==> src/rtl/uart_hex_tx.sv <==
// Formats a latched word as uppercase ASCII hex + CR LF into the UART TX FIFO.
// Define UART_HEX_PREFIX_EN to prepend "0x" to every line.
module uart_hex_tx #(
  parameter int DATA_W = 16
) (
  input  logic              clk_100MHz,
  input  logic              reset,
  input  logic              start,
  input  logic [DATA_W-1:0] data_in,
  input  logic              tx_full,
  output logic              write_uart,
  output logic [7:0]        write_data,
  output logic              busy,
  output logic              done
);

  localparam int N  = DATA_W / 4;
  localparam int CW = (N > 1) ? $clog2(N) : 1;

`ifdef UART_HEX_PREFIX_EN
  typedef enum logic [2:0] {
    IDLE, PFX0, PFX1, DIGIT, CR, LF, DONE
  } state_t;
`else
  typedef enum logic [2:0] {
    IDLE, DIGIT, CR, LF, DONE
  } state_t;
`endif

  state_t            state_q, state_d;
  logic [DATA_W-1:0] word_q, word_d;
  logic [CW-1:0]     cnt_q, cnt_d;
  logic [DATA_W-1:0] word_sh;
  logic [3:0]        nib;
  logic [7:0]        hex_char;

  assign word_sh = word_q >> {cnt_q, 2'b00};
  assign nib     = word_sh[3:0];

  always_comb begin
    hex_char = 8'h00;
    unique case (1'b1)
      (nib <  4'd10): hex_char = 8'h30 + {4'h0, nib};
      (nib >= 4'd10): hex_char = 8'h37 + {4'h0, nib};
    endcase
  end

  always_ff @(posedge clk_100MHz) begin
    if (reset) begin
      state_q <= IDLE;
      word_q  <= '0;
      cnt_q   <= '0;
    end else begin
      state_q <= state_d;
      word_q  <= word_d;
      cnt_q   <= cnt_d;
    end
  end

  // Emitting states advance only on a cycle that actually writes a byte.
  always_comb begin
    state_d    = state_q;
    word_d     = word_q;
    cnt_d      = cnt_q;
    write_uart = 1'b0;
    write_data = 8'h00;
    busy       = 1'b1;
    done       = 1'b0;
    unique case (state_q)
      IDLE: begin
        busy = 1'b0;
        if (start) begin
          word_d  = data_in;
          cnt_d   = CW'(N - 1);
`ifdef UART_HEX_PREFIX_EN
          state_d = PFX0;
`else
          state_d = DIGIT;
`endif
        end
      end
`ifdef UART_HEX_PREFIX_EN
      PFX0: begin
        write_data = 8'h30;
        write_uart = ~tx_full;
        if (!tx_full) state_d = PFX1;
      end
      PFX1: begin
        write_data = 8'h78;
        write_uart = ~tx_full;
        if (!tx_full) state_d = DIGIT;
      end
`endif
      DIGIT: begin
        write_data = hex_char;
        write_uart = ~tx_full;
        if (!tx_full) begin
          if (cnt_q == '0) state_d = CR;
          else             cnt_d   = cnt_q - 1'b1;
        end
      end
      CR: begin
        write_data = 8'h0D;
        write_uart = ~tx_full;
        if (!tx_full) state_d = LF;
      end
      LF: begin
        write_data = 8'h0A;
        write_uart = ~tx_full;
        if (!tx_full) state_d = DONE;
      end
      DONE: begin
        busy    = 1'b0;
        done    = 1'b1;
        state_d = IDLE;
      end
      default: begin
        busy    = 1'b0;
        state_d = IDLE;
      end
    endcase
  end

endmodule

==> config.mk <==
export PLATFORM = sky130hd
export DESIGN_NAME = uart_hex_tx
export DESIGN_NICKNAME = d
export VERILOG_FILES = /design/src/rtl/uart_hex_tx.sv
export SDC_FILE = /design/constraint.sdc
export NUM_CORES = 1
export LEC_CHECK = 0
export BUFFER_PORTS_ARGS = -buffer_cell sky130_fd_sc_hd__buf_4
export CORE_MARGIN = 8
export CORE_UTILIZATION = 51
export DETAILED_ROUTE_END_ITERATION = 12
export PLACE_DENSITY = 0.77
export SETUP_SLACK_MARGIN = 0.1
export SLEW_MARGIN = 5
export SYNTH_ARGS = -nofsm -noshare
export SYNTH_HDL_FRONTEND = slang
export SYNTH_SLANG_ARGS = --single-unit
==> constraint.sdc <==
create_clock -name clk_100MHz -period 3 [get_ports clk_100MHz]
set_input_delay 0.3 -clock clk_100MHz [delete_from_list [all_inputs] [get_ports clk_100MHz]]
set_output_delay 0.3 -clock clk_100MHz [all_outputs]
set_load 0.01 [all_outputs]
==> summary.txt <==
======================================================================================
Result of the run                                                         finished clean
Via-to-Cell Ratio                                                                5.552
CTS sink count                                                                      21
All-layer global routing usage                                                  14.43%
Proportion of synthesized flip-flops having asynchronous set or reset               0%
Hold buffer count at cts                                                             0
Worst Max-Slew Pin Slew                                                       641.0 ps
Top flip-flop cell by instance count after synthesis                      sky130_fd_sc_hd__dfxtp_1
Clock tree from TritonCTS                                                          yes
Clock latency on the worst-skew pair                                            300 ps
Highest net fanout along the worst path                                              7
Leakage dissipation                                                       0.0005929 uW
Main area contributors after synthesis                                    sky130_fd_sc_hd__dfxtp_1 35%, sky130_fd_sc_hd__nand2_1 12%, sky130_fd_sc_hd__a21oi_1 8.4%
Pin count of the biggest net entering global routing                                22
Worst slew margin relative to its limit                                         57.18%
Depth of the worst register-to-register path                                         6
Crit path arrival time                                                         2470 ps
DR vias                                                                           1116
Net count after synthesis                                                          172
Max-cap viol count                                                                   0
Post-CTS setup buffer count                                                          0
Deepest clock path buffer count                                                      2
Post-synthesis cell area                                                      1187 um2
DRC violation total after the first TritonRoute iteration                           53
FF+latch count, synth                                                               21
Critical setup path kind                                                  flip-flop to primary output
Endpoint class of the critical path                                       primary output
Number of distinct standard cells referenced by the synthesized netlist             35
Depth of the worst hold-timing path                                                  3
Xor-xnor portion of the synthesized cell area                                       0%
Type of the worst min-delay path                                          input pin to flip-flop
Sequential fraction of the synthesis area                                       35.41%
Share of Yosys cell area claimed by the top area cell type                      35.41%
Count of synthesis-stage warnings from yosys                                         0
Final-report max-slew violation count                                                0
Combinational family with the most area after synthesis                   simple AND/OR/NAND/NOR gates
Post-route antenna net violation count                                               0
Via count of the first global-routing pass                                        1098
# DRC                                                                                0
Number of synthesized flops with an enable pin                                       0
Finish-stage setup viols                                                             0
Core Area                                                                     2212 um2
Remaining global-route overflow                                                      0
F_max                                                                       0.3607 GHz
Placement-stage worst setup slack                                             537.2 ps
Clock Skew                                                                    5.166 ps
Layout area overhead                                                            20.13%
Share of the clock period used by the worst path                                92.41%
Share of final-layout standard cells stronger than drive strength 1             23.70%
Number of buffers created by CTS                                                     3
Most area-hungry cell type in the Yosys netlist                           sky130_fd_sc_hd__dfxtp_1
Cell with the most instances after synthesis                              sky130_fd_sc_hd__nand2_1
Power per cell area                                                       586.5 nW/um2
CP startpoint kind                                                           flip-flop
Count of endpoints failing hold in the final timing report                           0
Drt pass-1 iters                                                                     4
Setup TNS                                                                         0 ps
Nets                                                                               197
Simple-gate share of the synthesized area                                       25.40%
Number of rows created at floorplan                                                 17
Worst Path Required                                                            2700 ps
Cell count after synthesis                                                         149
Clock tree root buffer cell                                               sky130_fd_sc_hd__clkbuf_4
Global-route wire length before repair                                        4.892 mm
Die Ht                                                                        64.25 um
Initial core utilization                                                        53.68%
FILL cells                                                                         201
Routed length per instance                                                    13.99 um
DIE WIDTH                                                                     64.25 um
Unrepaired setup endpoints after global routing                                  false
H-tree depth reported by CTS                                                         1
Peak VDD IR                                                                  0.3452 mV
Compound-gate portion of the synthesized area                                   15.49%
Mean area per synthesized cell                                               7.969 um2
Area enclosed by the die boundary                                             4128 um2
Post-Synth Adder-Cell Area                                                      3.161%
Final weighted congestion in routability-driven placement                       0.8980
Setup ws final                                                                227.8 ps
DP HPWL                                                                       2.123 mm
Antenna violations before repair                                                     0
Commonest cells in the synthesized netlist                                38 x sky130_fd_sc_hd__nand2_1, 21 x sky130_fd_sc_hd__dfxtp_1, 20 x sky130_fd_sc_hd__a21oi_1, 8 x sky130_fd_sc_hd__nor2_1
Multiplexer fraction of the synthesized cell area                               12.86%
Number of buffer cells added on primary ports                                       29
Routed Wire Length                                                            2.812 mm
Minimum period implied by the final worst setup slack                          2772 ps
Count of inserted antenna diode cells                                                0
Clock Pin Slew Worst Setup and Hold Paths                                       110 ps
Io pins                                                                             31
======================================================================================
[stage by stage]
stage / instance area [um2] / total power [uW] / cells / util, % / hold WS, ps
2_1_floorplan: 1187 / 603.8 / 149 / - / 433.1
3_3_place_gp: 1394 / 692.9 / 197 / 63.01 / 445.0
3_5_place_dp: 1394 / 708.3 / 197 / 63.01 / 446.7
4_1_cts: 1420 / 843.1 / 201 / 64.20 / 218.0
5_1_grt: 1426 / 904.2 / 201 / 64.48 / 219.7
6_report: 1426 / 836.6 / 201 / 64.48 / 226.8
[repair_timing]
action	CTS	global route
setup endpoints to repair	0	3
resized for setup	0	1
hold endpoints to repair	0	0
[final timing paths]
check,start,endpoint,slack [ps]
worst min-delay path,data_in[4],word_q[4],230
worst max-delay path,cnt_q[1],write_data[1],230
worst min register to register,word_q[11],word_q[11],470
worst max register to register,cnt_q[1],cnt_q[0],920
[layout by cell type (no fill, tap or decap), drive strengths merged, types with 2 or more instances in the layout]
| cell | n |
|---|---|
| a21oi | 20 |
| a311oi | 2 |
| buf | 31 |
| clkbuf | 4 |
| dfxtp | 21 |
| ha | 3 |
| inv | 7 |
| mux2 | 2 |
| mux2i | 4 |
| mux4 | 4 |
| nand2 | 38 |
| nand2b | 2 |
| nand3 | 2 |
| nor2 | 8 |
| nor2b | 2 |
| nor3 | 4 |
| o221ai | 2 |
| or3 | 2 |
[state kept, by name, indices dropped and copies added (netlist names)]
| signal | count |
|---|---|
| state_q | 3 |
| word_q | 16 |
| cnt_q | 2 |
[kinds of logic after synthesis]
kind of cell	after synthesis
buffers and inverters	18
AO/OA/AOI/OAI	30
other	1
multiplexers	10
AND/OR/NAND/NOR	66
flip-flops	21
adder cells (fa/ha/maj)	3
[per-layer routing]
metal  vias to the layer above  part of all wire [%]  track usage (%)
met5                         -                     0                0
met4                         0                   2.0            7.084
met3                         7                   6.4            4.355
met2                        37                    47            24.22
met1                       512                    44            16.21
li1                        560                     -                -
[worst max-delay path, cell delays in order, from the launching register on]
cell,delay [ps]
sky130_fd_sc_hd__dfxtp_1,510
sky130_fd_sc_hd__mux4_2,400
sky130_fd_sc_hd__ha_1,260
sky130_fd_sc_hd__o41a_1,470
sky130_fd_sc_hd__a311oi_1,280
sky130_fd_sc_hd__nor3_1,90
sky130_fd_sc_hd__buf_4,160
[report_power, final]
group          internal (uW)  switching, uW
logic                    166            180
registers                315           44.2
clock network           51.9           80.7
total                    532            304
[area by class of cell]
class	count	area (um2)	area share, %
well taps	28	35.03	2.456
flip-flops and latches	21	420.4	29.47
multi-input cells	110	685.7	48.07
clock buffers	4	26.28	1.842
repair buffers	31	232.7	16.32
inverters	7	26.28	1.842
Note: power is estimated with default switching activity, not from simulation.
